## config.mk

```make
export PLATFORM = sky130hd
export DESIGN_NAME = screen_mux_flat
export DESIGN_NICKNAME = d
export VERILOG_FILES = /design/src/rtl/screen_mux_pkg.sv /design/src/rtl/screen_mux_if.sv /design/src/rtl/screen_mux_frame_tick_det.sv /design/src/rtl/screen_mux.sv /design/src/flat_wrapper.sv
export SDC_FILE = /design/constraint.sdc
export NUM_CORES = 1
export LEC_CHECK = 0
export ABC_AREA = 1
export CORE_MARGIN = 10
export CORE_UTILIZATION = 39
export DETAILED_ROUTE_END_ITERATION = 7
export GPL_TIMING_DRIVEN = 0
export PLACE_DENSITY = 0.9
export SLEW_MARGIN = 20
export SYNTH_ARGS = -nofsm -noshare
export SYNTH_HDL_FRONTEND = slang
export SYNTH_HIERARCHICAL = 1
export SYNTH_SLANG_ARGS = --single-unit
```

## constraint.sdc

```tcl
create_clock -name pclk -period 3.8 [get_ports pclk]
set_clock_uncertainty 0.2 [all_clocks]
set_input_delay 0.76 -clock pclk [delete_from_list [all_inputs] [get_ports pclk]]
set_output_delay 0.76 -clock pclk [all_outputs]
set_load 0.01 [all_outputs]
```

## src/rtl/screen_mux_pkg.sv

```systemverilog
// screen_mux_pkg: shared types and constants for the screen selector.
//   state_t   - switch FSM states
//   MODE_*    - switch style selector values
//   RGB_W     - packed {r,g,b} width, 4 bits per component
//   CNT_W     - h/v counter width
//   dim_rgb() - per-component saturating subtract used for fade-through-black
package screen_mux_pkg;

  typedef enum logic [1:0] {IDLE, PEND, FADE_OUT, FADE_IN} state_t;

  localparam int MODE_CUT  = 0;
  localparam int MODE_FADE = 1;
  localparam int RGB_W     = 12;
  localparam int CNT_W     = 12;

  function automatic logic [RGB_W-1:0] dim_rgb(input logic [RGB_W-1:0] c,
                                               input logic [3:0]       d);
    logic [RGB_W-1:0] r;
    for (int i = 0; i < 3; i++) begin
      r[4*i +: 4] = (c[4*i +: 4] > d) ? (c[4*i +: 4] - d) : 4'd0;
    end
    return r;
  endfunction

endpackage

```

## src/rtl/screen_mux_if.sv

```systemverilog
// screen_mux_if: bundle of the N input VGA streams, the request handshake,
// the mouse inputs and the selected output stream.
//   master - drives streams, request and mouse; observes outputs
//   slave  - the selector itself
interface screen_mux_if #(
  parameter int N_SCREENS = 4,
  parameter int SEL_W     = $clog2(N_SCREENS)
);
  import screen_mux_pkg::*;

  logic [N_SCREENS*CNT_W-1:0] hcount_in;
  logic [N_SCREENS*CNT_W-1:0] vcount_in;
  logic [N_SCREENS-1:0]       hsync_in;
  logic [N_SCREENS-1:0]       vsync_in;
  logic [N_SCREENS-1:0]       hblnk_in;
  logic [N_SCREENS-1:0]       vblnk_in;
  logic [N_SCREENS*RGB_W-1:0] rgb_in;

  logic                       req_valid;
  logic [SEL_W-1:0]           req_sel;
  logic                       req_ready;

  logic                       mouse_left;
  logic [CNT_W-1:0]           xpos;
  logic [CNT_W-1:0]           ypos;

  logic [CNT_W-1:0]           hcount_out;
  logic [CNT_W-1:0]           vcount_out;
  logic                       hsync_out;
  logic                       vsync_out;
  logic                       hblnk_out;
  logic                       vblnk_out;
  logic [RGB_W-1:0]           rgb_out;

  logic [SEL_W-1:0]           cur_sel;
  logic                       busy;

  modport master (
    output hcount_in, vcount_in, hsync_in, vsync_in, hblnk_in, vblnk_in, rgb_in,
    output req_valid, req_sel, mouse_left, xpos, ypos,
    input  req_ready, hcount_out, vcount_out, hsync_out, vsync_out,
    input  hblnk_out, vblnk_out, rgb_out, cur_sel, busy
  );

  modport slave (
    input  hcount_in, vcount_in, hsync_in, vsync_in, hblnk_in, vblnk_in, rgb_in,
    input  req_valid, req_sel, mouse_left, xpos, ypos,
    output req_ready, hcount_out, vcount_out, hsync_out, vsync_out,
    output hblnk_out, vblnk_out, rgb_out, cur_sel, busy
  );

endinterface

```

## src/rtl/screen_mux_frame_tick_det.sv

```systemverilog
// frame_tick_det: one-cycle pulse on the rising edge of the selected vblnk.
//   pclk, rst - clock, async active-high reset
//   vblnk     - vblnk of the stream currently selected
//   clear     - synchronous clear, asserted on the cycle the source changes
//   tick      - frame boundary pulse
module frame_tick_det (
  input  logic pclk,
  input  logic rst,
  input  logic vblnk,
  input  logic clear,
  output logic tick
);

  logic vblnk_q, vblnk_d;
  logic armed_q, armed_d;

  // After a clear the new source may already be in blanking. armed_q holds
  // off the tick until that source has been seen low, so a swap never
  // produces a false frame boundary on the following cycle.
  always_comb begin
    vblnk_d = vblnk;
    armed_d = armed_q | ~vblnk;
    if (clear) begin
      vblnk_d = 1'b0;
      armed_d = 1'b0;
    end
  end

  always_ff @(posedge pclk or posedge rst) begin
    if (rst) begin
      vblnk_q <= 1'b0;
      armed_q <= 1'b0;
    end else begin
      vblnk_q <= vblnk_d;
      armed_q <= armed_d;
    end
  end

  assign tick = vblnk & ~vblnk_q & armed_q;

endmodule

```

## src/rtl/screen_mux.sv

```systemverilog
// screen_mux: frame-synchronous selector for N parallel VGA streams.
//   pclk, rst - pixel clock, async active-high reset
//   bus       - screen_mux_if slave: packed input streams, request
//               handshake, mouse, registered output stream, cur_sel, busy
//
// state    | meaning
// IDLE     | accepting requests and start-button clicks
// PEND     | cut pending, swap at next frame tick
// FADE_OUT | dim rises one step per frame, swap when it hits FADE_MAX
// FADE_IN  | dim falls one step per frame, back to IDLE at 0
module screen_mux
  import screen_mux_pkg::*;
#(
  parameter int         N_SCREENS = 4,
  parameter int         SEL_W     = $clog2(N_SCREENS),
  parameter int         MODE      = 0,
  parameter logic [3:0] FADE_MAX  = 4'd15,
  parameter logic [11:0] BTN_X0   = 12'd448,
  parameter logic [11:0] BTN_X1   = 12'd575,
  parameter logic [11:0] BTN_Y0   = 12'd352,
  parameter logic [11:0] BTN_Y1   = 12'd415
) (
  input logic         pclk,
  input logic         rst,
  screen_mux_if.slave bus
);

  state_t           state_q, state_d;
  logic [SEL_W-1:0] cur_sel_q, cur_sel_d;
  logic [SEL_W-1:0] nxt_sel_q, nxt_sel_d;
  logic [3:0]       dim_q, dim_d;
  logic             mouse_q;
  logic             tick, swap, click, in_btn;
  logic [SEL_W-1:0] target;
  int               sel_i;

  logic [CNT_W-1:0] hcount_q, hcount_d, vcount_q, vcount_d;
  logic [RGB_W-1:0] rgb_q, rgb_d;
  logic             hsync_q, hsync_d, vsync_q, vsync_d;
  logic             hblnk_q, hblnk_d, vblnk_q, vblnk_d;

  assign sel_i = int'(cur_sel_q);

  frame_tick_det u_tick (
    .pclk  (pclk),
    .rst   (rst),
    .vblnk (bus.vblnk_in[cur_sel_q]),
    .clear (swap),
    .tick  (tick)
  );

  assign in_btn = (bus.xpos >= BTN_X0) && (bus.xpos <= BTN_X1) &&
                  (bus.ypos >= BTN_Y0) && (bus.ypos <= BTN_Y1);
  assign click  = bus.mouse_left && !mouse_q && (cur_sel_q == '0) && in_btn;

  always_comb begin
    state_d   = state_q;
    cur_sel_d = cur_sel_q;
    nxt_sel_d = nxt_sel_q;
    dim_d     = dim_q;
    swap      = 1'b0;
    // External request wins over a simultaneous click.
    target    = bus.req_valid ? bus.req_sel : SEL_W'(1);
    case (state_q)
      IDLE: begin
        if ((bus.req_valid || click) &&
            (int'(target) < N_SCREENS) && (target != cur_sel_q)) begin
          nxt_sel_d = target;
          state_d   = (MODE == MODE_FADE) ? FADE_OUT : PEND;
        end
      end
      PEND: begin
        if (tick) begin
          cur_sel_d = nxt_sel_q;
          swap      = 1'b1;
          state_d   = IDLE;
        end
      end
      FADE_OUT: begin
        if (tick) begin
          dim_d = dim_q + 4'd1;
          if (dim_d == FADE_MAX) begin
            cur_sel_d = nxt_sel_q;
            swap      = 1'b1;
            state_d   = FADE_IN;
          end
        end
      end
      FADE_IN: begin
        if (tick) begin
          dim_d = dim_q - 4'd1;
          if (dim_d == 4'd0) state_d = IDLE;
        end
      end
      default: state_d = IDLE;
    endcase
  end

  always_comb begin
    hcount_d = bus.hcount_in[sel_i*CNT_W +: CNT_W];
    vcount_d = bus.vcount_in[sel_i*CNT_W +: CNT_W];
    hsync_d  = bus.hsync_in[cur_sel_q];
    vsync_d  = bus.vsync_in[cur_sel_q];
    hblnk_d  = bus.hblnk_in[cur_sel_q];
    vblnk_d  = bus.vblnk_in[cur_sel_q];
    rgb_d    = dim_rgb(bus.rgb_in[sel_i*RGB_W +: RGB_W], dim_q);
  end

  always_ff @(posedge pclk or posedge rst) begin
    if (rst) begin
      state_q   <= IDLE;
      cur_sel_q <= '0;
      nxt_sel_q <= '0;
      dim_q     <= 4'd0;
      mouse_q   <= 1'b0;
      hcount_q  <= '0;
      vcount_q  <= '0;
      hsync_q   <= 1'b0;
      vsync_q   <= 1'b0;
      hblnk_q   <= 1'b0;
      vblnk_q   <= 1'b0;
      rgb_q     <= '0;
    end else begin
      state_q   <= state_d;
      cur_sel_q <= cur_sel_d;
      nxt_sel_q <= nxt_sel_d;
      dim_q     <= dim_d;
      mouse_q   <= bus.mouse_left;
      hcount_q  <= hcount_d;
      vcount_q  <= vcount_d;
      hsync_q   <= hsync_d;
      vsync_q   <= vsync_d;
      hblnk_q   <= hblnk_d;
      vblnk_q   <= vblnk_d;
      rgb_q     <= rgb_d;
    end
  end

  assign bus.req_ready  = (state_q == IDLE);
  assign bus.busy       = (state_q != IDLE);
  assign bus.cur_sel    = cur_sel_q;
  assign bus.hcount_out = hcount_q;
  assign bus.vcount_out = vcount_q;
  assign bus.hsync_out  = hsync_q;
  assign bus.vsync_out  = vsync_q;
  assign bus.hblnk_out  = hblnk_q;
  assign bus.vblnk_out  = vblnk_q;
  assign bus.rgb_out    = rgb_q;

endmodule
```

## src/flat_wrapper.sv

```systemverilog
// flat-port wrapper written by rule: the top's interface ports become plain ports
module screen_mux_flat import screen_mux_pkg::*;
#(
  parameter int         N_SCREENS = 4,
  parameter int         SEL_W     = $clog2(N_SCREENS),
  parameter int         MODE      = 0,
  parameter logic [3:0] FADE_MAX  = 4'd15,
  parameter logic [11:0] BTN_X0   = 12'd448,
  parameter logic [11:0] BTN_X1   = 12'd575,
  parameter logic [11:0] BTN_Y0   = 12'd352,
  parameter logic [11:0] BTN_Y1   = 12'd415
)
  (pclk, rst, bus_hcount_in, bus_vcount_in, bus_hsync_in, bus_vsync_in, bus_hblnk_in, bus_vblnk_in, bus_rgb_in, bus_req_valid, bus_req_sel, bus_mouse_left, bus_xpos, bus_ypos, bus_req_ready, bus_hcount_out, bus_vcount_out, bus_hsync_out, bus_vsync_out, bus_hblnk_out, bus_vblnk_out, bus_rgb_out, bus_cur_sel, bus_busy);
  screen_mux_if #(.N_SCREENS(N_SCREENS), .SEL_W(SEL_W)) bus_i ();
  input logic pclk;
  input logic rst;
  input wire logic [$bits(bus_i.hcount_in)-1:0] bus_hcount_in;
  input wire logic [$bits(bus_i.vcount_in)-1:0] bus_vcount_in;
  input wire logic [$bits(bus_i.hsync_in)-1:0] bus_hsync_in;
  input wire logic [$bits(bus_i.vsync_in)-1:0] bus_vsync_in;
  input wire logic [$bits(bus_i.hblnk_in)-1:0] bus_hblnk_in;
  input wire logic [$bits(bus_i.vblnk_in)-1:0] bus_vblnk_in;
  input wire logic [$bits(bus_i.rgb_in)-1:0] bus_rgb_in;
  input wire logic [$bits(bus_i.req_valid)-1:0] bus_req_valid;
  input wire logic [$bits(bus_i.req_sel)-1:0] bus_req_sel;
  input wire logic [$bits(bus_i.mouse_left)-1:0] bus_mouse_left;
  input wire logic [$bits(bus_i.xpos)-1:0] bus_xpos;
  input wire logic [$bits(bus_i.ypos)-1:0] bus_ypos;
  output wire logic [$bits(bus_i.req_ready)-1:0] bus_req_ready;
  output wire logic [$bits(bus_i.hcount_out)-1:0] bus_hcount_out;
  output wire logic [$bits(bus_i.vcount_out)-1:0] bus_vcount_out;
  output wire logic [$bits(bus_i.hsync_out)-1:0] bus_hsync_out;
  output wire logic [$bits(bus_i.vsync_out)-1:0] bus_vsync_out;
  output wire logic [$bits(bus_i.hblnk_out)-1:0] bus_hblnk_out;
  output wire logic [$bits(bus_i.vblnk_out)-1:0] bus_vblnk_out;
  output wire logic [$bits(bus_i.rgb_out)-1:0] bus_rgb_out;
  output wire logic [$bits(bus_i.cur_sel)-1:0] bus_cur_sel;
  output wire logic [$bits(bus_i.busy)-1:0] bus_busy;
  assign bus_i.hcount_in = bus_hcount_in;
  assign bus_i.vcount_in = bus_vcount_in;
  assign bus_i.hsync_in = bus_hsync_in;
  assign bus_i.vsync_in = bus_vsync_in;
  assign bus_i.hblnk_in = bus_hblnk_in;
  assign bus_i.vblnk_in = bus_vblnk_in;
  assign bus_i.rgb_in = bus_rgb_in;
  assign bus_i.req_valid = bus_req_valid;
  assign bus_i.req_sel = bus_req_sel;
  assign bus_i.mouse_left = bus_mouse_left;
  assign bus_i.xpos = bus_xpos;
  assign bus_i.ypos = bus_ypos;
  assign bus_req_ready = bus_i.req_ready;
  assign bus_hcount_out = bus_i.hcount_out;
  assign bus_vcount_out = bus_i.vcount_out;
  assign bus_hsync_out = bus_i.hsync_out;
  assign bus_vsync_out = bus_i.vsync_out;
  assign bus_hblnk_out = bus_i.hblnk_out;
  assign bus_vblnk_out = bus_i.vblnk_out;
  assign bus_rgb_out = bus_i.rgb_out;
  assign bus_cur_sel = bus_i.cur_sel;
  assign bus_busy = bus_i.busy;
  screen_mux #(.N_SCREENS(N_SCREENS), .SEL_W(SEL_W), .MODE(MODE), .FADE_MAX(FADE_MAX), .BTN_X0(BTN_X0), .BTN_X1(BTN_X1), .BTN_Y0(BTN_Y0), .BTN_Y1(BTN_Y1)) u_core (.pclk(pclk), .rst(rst), .bus(bus_i));
endmodule
```

==> summary.md <==
| Metric | Value |
|---|---|
| Outcome | complete, no violations |
| Highest attainable clock frequency | between 300 and 400 MHz |
| Root Buffer Master | clkbuf_8 |
| Min Hold Slack | ~0.34 ns |
| Setup repair after global routing missed its margin | no |
| Signal arrival time at the worst endpoint | 3.14 ns |
| Initial antenna violation count | 0 |
| Most common cell in the synthesized netlist | nor2_1 |
| Effective utilization at floorplan | 39.69% |
| Setup_tns | 0 ns |
| Area of the die | about 13,000 um^2 |
| Type of origin of the critical path | flip-flop |
| Horizontal die dimension | roughly 110 um |
| Count of mapped cells out of synthesis | 459 |
| # Max-Cap Violations | 0 |
| Initial DRC count | between 200 and 300 |
| Element type at the critical path end | flip-flop |
| Post-detailed-route DRC marker count | 0 |
| Basic-gate share of the synthesized area counting and, or, nand and nor cells | about a fifth |
| Largest area contributor in the netlist | dfrtp_1 |
| Max Transition Viols Final | 0 |
| Top cells by instance count after synthesis | 99 x nor2_1, 84 x o21ai_0, 53 x dfrtp_1 |
| Vias in the first global route | approximately 4,300 |
| Synth Net Count | about 670 |
| Fraction of the mapped netlist area in compound gates | between 20% and 30% |
| Antenna diode count | 0 |
| Critical path fanouts, max | 10 |
| Setup CP Type | flip-flop to flip-flop |
| Total track usage | between 20 and 25% |
| Setup-failing EPs final | 0 |
| Final critical path time including I/O delays and setup | between 3 and 4 ns |
| Mean Syn Cell Area | around 7.5 um^2 |
| Period Utilization, post-route | between 80 and 90% |
| Power Dens Cells | just under 600 nW/um^2 |
| Clock insertion delay at the later pin of the skew report | 0.30 ns |
| Worst-case setup slack after placement | around 0.67 ns |
| Minimum setup slack in the final design | slightly below 0.7 ns |
| Number of vias in the routed layout | approximately 4,200 |
| Number of storage elements in the synthesis netlist | 53 |
| Hold crit path type | flip-flop to flip-flop |
| Final routed wire length divided by cell count | around 20 um |
| Fraction of layout instances using a drive strength above 1 | 3.188% |
| Synth Area in Adders | under 10% |
| Xor/xnor cell area share of the yosys netlist | 2.543% |
| Post-CTS Setup Bufs | 0 |
| Final HPWL from detailed placement | between 10 and 15 mm |
| Total clock buffers created by CTS | 5 |
| Total wire length | between 15 and 20 mm |
| CTS tree | done |
| Number of I/O port buffers | 222 |
| Total I/O pin count | ~230 |
| Hold_buf cts | 0 |
| Residual antenna-violating net count after detailed routing | 0 |
| Vias per cell | 5.307 |
| Final RePlAce weighted congestion | between 0.8 and 0.9 |
| Combinational family with the most area after synthesis | compound AO/OA/AOI/OAI gates |
| Wire length of the first global-routing pass | 23.67 mm |
| Standard-cell row count | 34 |
| 1st-pass router iterations | 5 |
| Count of instances resized after the clock tree is built | 0 |
| Cell variety after synth | 26 |
| Aggregate global routing overflow | 0 |
| Number of synthesis warnings | 6 |
| Clock Sinks | between 50 and 60 |
| Synth top area share | about two fifths |
| Number of hold violations in the final report | 0 |
| Number of nets in the layout | between 900 and 1,000 |
| Proportion of synthesized chip area in sequential cells | around two fifths |
| Most frequently used flop master after synthesis | dfrtp_1 |
| Largest net degree at the start of global routing | 28 |
| Clk slew on worst S/H paths | around 0.1 ns |
| Number of buffers on the longest clock path | 2 |
| Peak ir drop on the vdd network | ~0.26 mV |
| Leakage power | roughly 0.0025 uW |
| Netlist area before placement | between 3000 and 4000 um^2 |
| Number of enable flip-flop cells after synthesis | 0 |
| Async set-or-reset flop fraction in the synthesized netlist | 100.0% |
| H-tree depth | 2 |
| Die Height | ~110 um |
| Most area-consuming cells after synthesis | dfrtp_1 39%, o21ai_0 12%, nor2_1 11% |
| Multiplexer fraction of the synthesized cell area | 0% |
| Relative slew slack | between 50% and 60% |
| Tightest Pin Transition | just over 0.6 ns |
| Required time of the worst setup path | ~3.8 ns |
| Core Footprint | 8678 um^2 |
| Layout-stage area growth over the synthesis result | 72.39% |
-- final cells by class --
type                       instances  area (um^2)
fill                             685         2740
tap                              108        135.1
multi-input combinational        340         1859
inverter                          40        150.1
timing repair buffer             223         2242
clock inverter                     1        30.03
clock buffer                       7        86.33
sequential                        53         1326
buffer                            26        108.9
-- final timing paths --
check | start | slack [ns] | end | cells after the start
worst max register to register | u_core/bus.cur_sel[0]$_DFFE_PP0P_ | 0.67 | u_core/dim_q[3]$_DFFE_PP0P_ | 11
min in group asynchronous | rst | 0.46 | u_core/u_tick/vblnk_q$_DFF_PP0_ | 2
max in group asynchronous | rst | 2.17 | u_core/bus.hcount_out[10]$_DFF_PP0_ | 3
worst max-delay path | u_core/bus.cur_sel[0]$_DFFE_PP0P_ | 0.67 | u_core/dim_q[3]$_DFFE_PP0P_ | 11
worst min register to register | u_core/u_tick/armed_q$_DFF_PP0_ | 0.34 | u_core/u_tick/armed_q$_DFF_PP0_ | 2
worst min-delay path | u_core/u_tick/armed_q$_DFF_PP0_ | 0.34 | u_core/u_tick/armed_q$_DFF_PP0_ | 2
-- cells in the final DEF (no fill, tap or decap) --
cell               n
bufinv_16          1
buf_12             1
a32o_1             3
nand3_1           13
inv_2              3
o22ai_1           38
o21ai_0           84
nand2_2            5
or2_1              1
buf_6              1
xor2_1             8
xnor2_1            2
inv_1             37
nor3b_1            3
clkbuf_8           6
nor2_1            99
a21oi_1           12
nor2_4             2
clkdlybuf4s50_1  222
clkbuf_2           2
ha_1              20
buf_1              1
o21ai_1            3
dfrtp_1           53
nand2_1           39
fa_1               3
o211ai_1           1
nand4_1            4
clkbuf_1          22
buf_2              1
-- per-layer routing --
layer / vias up / part of all wire [%] / GRT usage [%]
met5: - / 0 / 0
met4: 0 / 1.9 / 5.013
met3: 24 / 8.5 / 6.089
met2: 211 / 54 / 43.58
met1: 1999 / 36 / 23.91
li1: 2001 / - / -
-- through the flow --
stage                     cells  instance area, um^2  power (uW)  utilization [%]
final                       798                 5938        3504            68.43
after global routing        798                 5938        3748            68.43
after CTS                   798                 5938        3504            68.43
after detailed placement    790                 5822        3099            67.08
after global placement      789                 5802        2990            66.85
after floorplan             459                 3445        2050                -
-- power breakdown --
part	total, uW	switching (uW)	internal [uW]
clock	398	183	215
combinational	2230	1240	986
sequential	877	82.3	794
total	3500	1510	2000
-- cell families (layout without fill, tap and decap cells) --
group,count (synthesis),in the layout
AND/OR/NAND/NOR,166,166
AO/OA/AOI/OAI,141,141
buffers and inverters,66,297
flip-flops,53,53
adder cells (fa/ha/maj),23,23
XOR/XNOR,10,10
-- critical path, cell delays in order, from the launching register on --
cell	delay (ns)
dfrtp_1	0.44
buf_6	0.17
inv_2	0.14
clkbuf_1	0.41
nor2_1	0.08
o22ai_1	0.44
nand2_1	0.09
nor2_1	0.20
inv_1	0.08
a21oi_1	0.45
o211ai_1	0.20
o21ai_0	0.13
-- registers in the layout (all words and copies together), names as in the netlist --
name	cells
u_core/bus.cur_sel	2
u_core/bus.hblnk_out	1
u_core/bus.hcount_out	12
u_core/bus.hsync_out	1
u_core/bus.rgb_out	12
u_core/bus.vblnk_out	1
u_core/bus.vcount_out	12
u_core/bus.vsync_out	1
u_core/dim_q	4
u_core/mouse_q	1
u_core/nxt_sel_q	2
u_core/state_q	2
u_core/u_tick/armed_q	1
u_core/u_tick/vblnk_q	1
(Power assumes the default switching activity.)
